<file path="src/rtl/c_frag_rr_sched_if.sv">
// Bundle of request, fragment and response signals for the shared C_FRAG scheduler.
// The scheduler uses the slave view. Clients and the fragment use the master view.
interface c_frag_rr_sched_if #(
  parameter int NREQ = 4,
  parameter int IDW  = (NREQ > 1) ? $clog2(NREQ) : 1
);
  logic [NREQ-1:0]      REQ_VALID;
  logic [NREQ-1:0]      REQ_READY;
  logic [13*NREQ-1:0]   REQ_SEL;
  logic [12:0]          FRAG_IN;
  logic                 FRAG_TZ;
  logic                 FRAG_CZ;
  logic                 RSP_VALID;
  logic                 RSP_READY;
  logic [IDW-1:0]       RSP_ID;
  logic                 RSP_TZ;
  logic                 RSP_CZ;
  logic                 BUSY;

  modport slave (
    input  REQ_VALID, REQ_SEL, FRAG_TZ, FRAG_CZ, RSP_READY,
    output REQ_READY, FRAG_IN, RSP_VALID, RSP_ID, RSP_TZ, RSP_CZ, BUSY
  );

  modport master (
    output REQ_VALID, REQ_SEL, FRAG_TZ, FRAG_CZ, RSP_READY,
    input  REQ_READY, FRAG_IN, RSP_VALID, RSP_ID, RSP_TZ, RSP_CZ, BUSY
  );
endinterface

</file>
<file path="src/rtl/c_frag_rr_sched.sv">
// Round-robin time-sharing of one C_FRAG among NREQ requesters.
// Each grant drives the fragment, waits for it to settle, then returns TZ/CZ with the requester ID.
module c_frag_rr_sched #(
  parameter int NREQ       = 4,
  parameter int SETTLE_CYC = 1,
  parameter int IDW        = (NREQ > 1) ? $clog2(NREQ) : 1
) (
  input  logic             QCK,
  input  logic             QRTN,
  c_frag_rr_sched_if.slave bus
);

  typedef enum logic [1:0] {IDLE, SETTLE, RESP} state_t;

  state_t         state_reg, state_next;
  logic [IDW-1:0] ptr_reg, ptr_next;
  logic [IDW-1:0] id_reg, id_next;
  logic [3:0]     cnt_reg, cnt_next;
  logic [12:0]    frag_in_reg, frag_in_next;
  logic           rsp_valid_reg, rsp_valid_next;
  logic [IDW-1:0] rsp_id_reg, rsp_id_next;
  logic           rsp_tz_reg, rsp_tz_next;
  logic           rsp_cz_reg, rsp_cz_next;

  logic [12:0]    sel_arr [NREQ];
  logic           grant_found;
  logic [IDW-1:0] grant_idx;

  for (genvar gi = 0; gi < NREQ; gi++) begin : g_unpack
    assign sel_arr[gi] = bus.REQ_SEL[13*gi +: 13];
  end

  // Scan downward so the candidate closest to the pointer is the last one written.
  always_comb begin
    int             cand;
    logic [IDW-1:0] cand_idx;
    grant_found = 1'b0;
    grant_idx   = '0;
    cand        = 0;
    cand_idx    = '0;
    for (int k = NREQ - 1; k >= 0; k--) begin
      cand = int'(ptr_reg) + k;
      if (cand >= NREQ) begin
        cand = cand - NREQ;
      end
      cand_idx = IDW'(cand);
      if (bus.REQ_VALID[cand_idx]) begin
        grant_found = 1'b1;
        grant_idx   = cand_idx;
      end
    end
  end

  // Gated by QRTN so no grant is advertised while reset is held.
  always_comb begin
    bus.REQ_READY = '0;
    if ((state_reg == IDLE) && grant_found && QRTN) begin
      bus.REQ_READY[grant_idx] = 1'b1;
    end
  end

  always_comb begin
    state_next     = state_reg;
    ptr_next       = ptr_reg;
    id_next        = id_reg;
    cnt_next       = cnt_reg;
    frag_in_next   = frag_in_reg;
    rsp_valid_next = rsp_valid_reg;
    rsp_id_next    = rsp_id_reg;
    rsp_tz_next    = rsp_tz_reg;
    rsp_cz_next    = rsp_cz_reg;
    unique case (state_reg)
      IDLE: begin
        if (grant_found) begin
          frag_in_next = sel_arr[grant_idx];
          id_next      = grant_idx;
          ptr_next     = (grant_idx == IDW'(NREQ - 1)) ? '0 : grant_idx + IDW'(1);
          cnt_next     = 4'(SETTLE_CYC - 1);
          state_next   = SETTLE;
        end
      end
      SETTLE: begin
        if (cnt_reg == 4'd0) begin
          rsp_tz_next    = bus.FRAG_TZ;
          rsp_cz_next    = bus.FRAG_CZ;
          rsp_id_next    = id_reg;
          rsp_valid_next = 1'b1;
          state_next     = RESP;
        end else begin
          cnt_next = cnt_reg - 4'd1;
        end
      end
      RESP: begin
        if (bus.RSP_READY) begin
          rsp_valid_next = 1'b0;
          state_next     = IDLE;
        end
      end
      default: begin
        state_next = IDLE;
      end
    endcase
  end

  always_ff @(posedge QCK or negedge QRTN) begin
    if (!QRTN) begin
      state_reg     <= IDLE;
      ptr_reg       <= '0;
      id_reg        <= '0;
      cnt_reg       <= 4'd0;
      frag_in_reg   <= 13'd0;
      rsp_valid_reg <= 1'b0;
      rsp_id_reg    <= '0;
      rsp_tz_reg    <= 1'b0;
      rsp_cz_reg    <= 1'b0;
    end else begin
      state_reg     <= state_next;
      ptr_reg       <= ptr_next;
      id_reg        <= id_next;
      cnt_reg       <= cnt_next;
      frag_in_reg   <= frag_in_next;
      rsp_valid_reg <= rsp_valid_next;
      rsp_id_reg    <= rsp_id_next;
      rsp_tz_reg    <= rsp_tz_next;
      rsp_cz_reg    <= rsp_cz_next;
    end
  end

  assign bus.FRAG_IN   = frag_in_reg;
  assign bus.RSP_VALID = rsp_valid_reg;
  assign bus.RSP_ID    = rsp_id_reg;
  assign bus.RSP_TZ    = rsp_tz_reg;
  assign bus.RSP_CZ    = rsp_cz_reg;
  assign bus.BUSY      = (state_reg != IDLE);

endmodule

</file>
<file path="src/flat_wrapper.sv">
// flat-port wrapper written by rule: the top's interface ports become plain ports
module c_frag_rr_sched_flat 
#(
  parameter int NREQ       = 4,
  parameter int SETTLE_CYC = 1,
  parameter int IDW        = (NREQ > 1) ? $clog2(NREQ) : 1
)
  (QCK, QRTN, bus_REQ_VALID, bus_REQ_SEL, bus_FRAG_TZ, bus_FRAG_CZ, bus_RSP_READY, bus_REQ_READY, bus_FRAG_IN, bus_RSP_VALID, bus_RSP_ID, bus_RSP_TZ, bus_RSP_CZ, bus_BUSY);
  c_frag_rr_sched_if #(.NREQ(NREQ), .IDW(IDW)) bus_i ();
  input  logic QCK;
  input  logic QRTN;
  input wire logic [$bits(bus_i.REQ_VALID)-1:0] bus_REQ_VALID;
  input wire logic [$bits(bus_i.REQ_SEL)-1:0] bus_REQ_SEL;
  input wire logic [$bits(bus_i.FRAG_TZ)-1:0] bus_FRAG_TZ;
  input wire logic [$bits(bus_i.FRAG_CZ)-1:0] bus_FRAG_CZ;
  input wire logic [$bits(bus_i.RSP_READY)-1:0] bus_RSP_READY;
  output wire logic [$bits(bus_i.REQ_READY)-1:0] bus_REQ_READY;
  output wire logic [$bits(bus_i.FRAG_IN)-1:0] bus_FRAG_IN;
  output wire logic [$bits(bus_i.RSP_VALID)-1:0] bus_RSP_VALID;
  output wire logic [$bits(bus_i.RSP_ID)-1:0] bus_RSP_ID;
  output wire logic [$bits(bus_i.RSP_TZ)-1:0] bus_RSP_TZ;
  output wire logic [$bits(bus_i.RSP_CZ)-1:0] bus_RSP_CZ;
  output wire logic [$bits(bus_i.BUSY)-1:0] bus_BUSY;
  assign bus_i.REQ_VALID = bus_REQ_VALID;
  assign bus_i.REQ_SEL = bus_REQ_SEL;
  assign bus_i.FRAG_TZ = bus_FRAG_TZ;
  assign bus_i.FRAG_CZ = bus_FRAG_CZ;
  assign bus_i.RSP_READY = bus_RSP_READY;
  assign bus_REQ_READY = bus_i.REQ_READY;
  assign bus_FRAG_IN = bus_i.FRAG_IN;
  assign bus_RSP_VALID = bus_i.RSP_VALID;
  assign bus_RSP_ID = bus_i.RSP_ID;
  assign bus_RSP_TZ = bus_i.RSP_TZ;
  assign bus_RSP_CZ = bus_i.RSP_CZ;
  assign bus_BUSY = bus_i.BUSY;
  c_frag_rr_sched #(.NREQ(NREQ), .SETTLE_CYC(SETTLE_CYC), .IDW(IDW)) u_core (.QCK(QCK), .QRTN(QRTN), .bus(bus_i));
endmodule
</file>
<file path="config.mk">
export PLATFORM = sky130hd
export DESIGN_NAME = c_frag_rr_sched_flat
export DESIGN_NICKNAME = d
export VERILOG_FILES = /design/src/rtl/c_frag_rr_sched_if.sv /design/src/rtl/c_frag_rr_sched.sv /design/src/flat_wrapper.sv
export SDC_FILE = /design/constraint.sdc
export NUM_CORES = 1
export LEC_CHECK = 0
export CAP_MARGIN = 20
export CORE_MARGIN = 1
export CORE_UTILIZATION = 44
export CTS_CLUSTER_SIZE = 12
export DETAILED_ROUTE_END_ITERATION = 10
export PLACE_DENSITY = 0.95
export SLEW_MARGIN = 40
export SYNTH_ARGS = -nofsm -noshare
export SYNTH_HDL_FRONTEND = slang
export SYNTH_SLANG_ARGS = --single-unit
</file>
<file path="constraint.sdc">
create_clock -name QCK -period 5.1 [get_ports QCK]
set_input_delay 0.765 -clock QCK [delete_from_list [all_inputs] [get_ports QCK]]
set_output_delay 0.765 -clock QCK [all_outputs]
set_load 0.01 [all_outputs]
</file>
==> flow_summary.ini <==
[outcome]
status = completed

[finish]
stdcell_count = 308
fin_util = 0.7004
multi_input_area_um2 = 958.4
layout-drive-gt1-share = 0.09231
largest_register_ffs = 13
register_area_um2 = 700.7
layout.nets = 326
syn2layout_area_growth_pct = 48.56
final.fill_count = 283
antenna_cells = 0

[floorplan]
die_x_um = 65.57
die_y_um = 65.57
dieArea_um2 = 4299
row_count = 22
fp.coreArea_um2 = 3771
start_util = 0.4715
pin_count = 84

[worst_setup_path]
cp_max_fo = 17
reg2regPathDepth = 4
cp-start-kind = input pin
critPathKind = input pin to output port
r2r-start = u_core.ptr_reg[1]$_DFFE_PN0P_
cp_data_required_time_ps = 4340
critPathLaunch = bus_REQ_VALID[1]
worstPathArrival_ps = 3360
crit_path_end_kind = output port

[timing]
final-setup-viol-count = 0
rsz0062_at_grt = false
max_freq_mhz = 242.7
slew_violations = 0
slew_headroom = 0.5207
worst_pin_slew_ps = 719.0
hold_violations = 0
finalCritPeriodShare = 0.8080
setup_tns_ps = 0
final.setup_skew_ps = 5.477
min_period_ps = 4121

[hold_path]
hold_start = u_core.id_reg[1]$_DFFE_PN0P_
holdPathStages = 2
hold_path.class = flop to flop

[synth]
synth_area_leader_cell = dfrtp_1
synthesis.nets = 246
synth_common_cells = 28 x dfrtp_1, 23 x nand2_1, 14 x mux2i_1
synth_enable_flop_cells = 0
synth_top_area_frac = 0.3941
synthArstFlopShare = 1.000
yosys_most_used_dff = dfrtp_1
synth_warnings = 0
ys_seq_area_frac = 0.3941
yosysMostFrequentCell = dfrtp_1
yosys_register_bits = 28
synthTopCellsByArea = dfrtp_1 39%, mux2i_1 7.9%, o211ai_2 7.0%
synth_area_um2 = 1778
netlist_instances = 182
syn_avg_cell_area_um2 = 9.769
ys_types = 38

[detailed_routing]
drc = 0
drt_iter0_drc = 84
wl_per_cell_um = 15.33
drt-total-wl_um = 4721
ant_nets = 0
vias = 1716
viasPerCell = 5.571
dr.pass1.iters = 4

[cts]
htree_levels = 1
cts.clk_slew.worst_paths_ps = 100
clock-sinks = 28
cts.path.max_buffers = 2
cts_tree = done
post_cts_buffers = 0
cts_root_buffer = clkbuf_8
cts_made_buffers = 3
clk_latency_ps = 270
ctsResizeCount = 0
hold_buffers = 0

[placed_design]
place_hpwl_um = 3568
portBuffers = 83
placedCellCount = 305
place_congestion = 0.7627

[global_route]
antenna_found_initial = 0
grt_pass1_vias = 1657
grt_start_max_net_pins = 32
grt.total_usage = 0.2306
grt_pass1_wl_um = 7534
grt-ovfl-total = 0

[pwr]
p_leak_nw = 1.127
powerDensity_nw_per_um2 = 465.7
vdd_drop_max_v = 0.0002338

[flow_run]
drv_cap = 0
[layout by cell type (no fill, tap or decap), types with 4 or more instances in the layout]
| cell | Yosys | final |
|---|---|---|
| nand2b_1 | 4 | 4 |
| dfrtp_1 | 28 | 28 |
| nand3_1 | 13 | 13 |
| inv_1 | 5 | 5 |
| a211o_1 | 13 | 13 |
| nand2_1 | 23 | 23 |
| nor2_1 | 10 | 10 |
| o211ai_2 | 10 | 10 |
| mux2_1 | 5 | 5 |
| mux2i_1 | 14 | 14 |
| clkdlybuf4s50_1 | 0 | 83 |
| o21ai_0 | 5 | 5 |
| a21oi_1 | 4 | 4 |
| o21ai_1 | 11 | 11 |
[critical path: stages]
cell and delay (ps):
clkdlybuf4s50_1 440, nand2b_1 190, a21oi_1 140, o22a_1 580
nand2_2 420, nor2_1 250, clkdlybuf4s50_1 560
[path summary, 6_finish.rpt]
path / end / slack (ps)
worst max-delay path: bus_REQ_READY[3] / 980
worst min-delay path: u_core.id_reg[1]$_DFFE_PN0P_ / 490
worst max register to register: u_core.bus.FRAG_IN[8]$_DFFE_PN0P_ / 3080
worst min register to register: u_core.id_reg[1]$_DFFE_PN0P_ / 490
max in group asynchronous: u_core.bus.FRAG_IN[12]$_DFFE_PN0P_ / 3950
min in group asynchronous: u_core.cnt_reg[2]$_DFFE_PN0P_ / 870
[where the power goes]
| part | internal, mW | switching [mW] | total, mW | leakage [nW] |
|---|---|---|---|---|
| registers | 0.327 | 0.0745 | 0.402 | 0.342 |
| clock network | 0.0530 | 0.0680 | 0.121 | 0.0216 |
| logic | 0.353 | 0.354 | 0.707 | 0.763 |
[layer usage]
layer	global-route usage	up-vias	routed length, um
met2	0.4124	76	2460
met5	0	-	0
met3	0.02951	6	271
met1	0.2867	821	1946
li1	-	813	-
met4	0.06793	0	42
[layout make-up]
class | instances | area share
Clock buffer | 3 | 0.01563
Sequential cell | 28 | 0.2653
Timing Repair Buffer | 86 | 0.3231
Inverter | 6 | 0.01042
Multi-Input combinational cell | 137 | 0.3629
Tap cell | 48 | 0.02274
[metrics by stage]
stage	worst slack, ps	area, um2	hold WS (ps)	total power [mW]
2_1_floorplan	2449	1778	439.3	0.8476
3_3_place_gp	1098	2600	457.4	1.084
3_5_place_dp	1017	2600	472.1	1.112
4_1_cts	1007	2641	493.6	1.234
5_1_grt	804.4	2641	519.8	1.316
6_report	979.0	2641	492.0	1.230
[cell families (layout without fill, tap and decap cells)]
| group | count (synthesis) | count (layout) | share of synthesized area |
|---|---|---|---|
| buffers and inverters | 17 | 95 | 0.06686 |
| AOI/OAI and AO/OA | 53 | 53 | 0.2386 |
| muxes | 19 | 19 | 0.1105 |
| and+or+nand+nor | 60 | 60 | 0.1590 |
| DFF | 28 | 28 | 0.3941 |
| adders and majority gates | 3 | 3 | 0.02111 |
| xor gates and xnor gates | 2 | 2 | 0.009854 |
(Power assumes the default switching activity.)
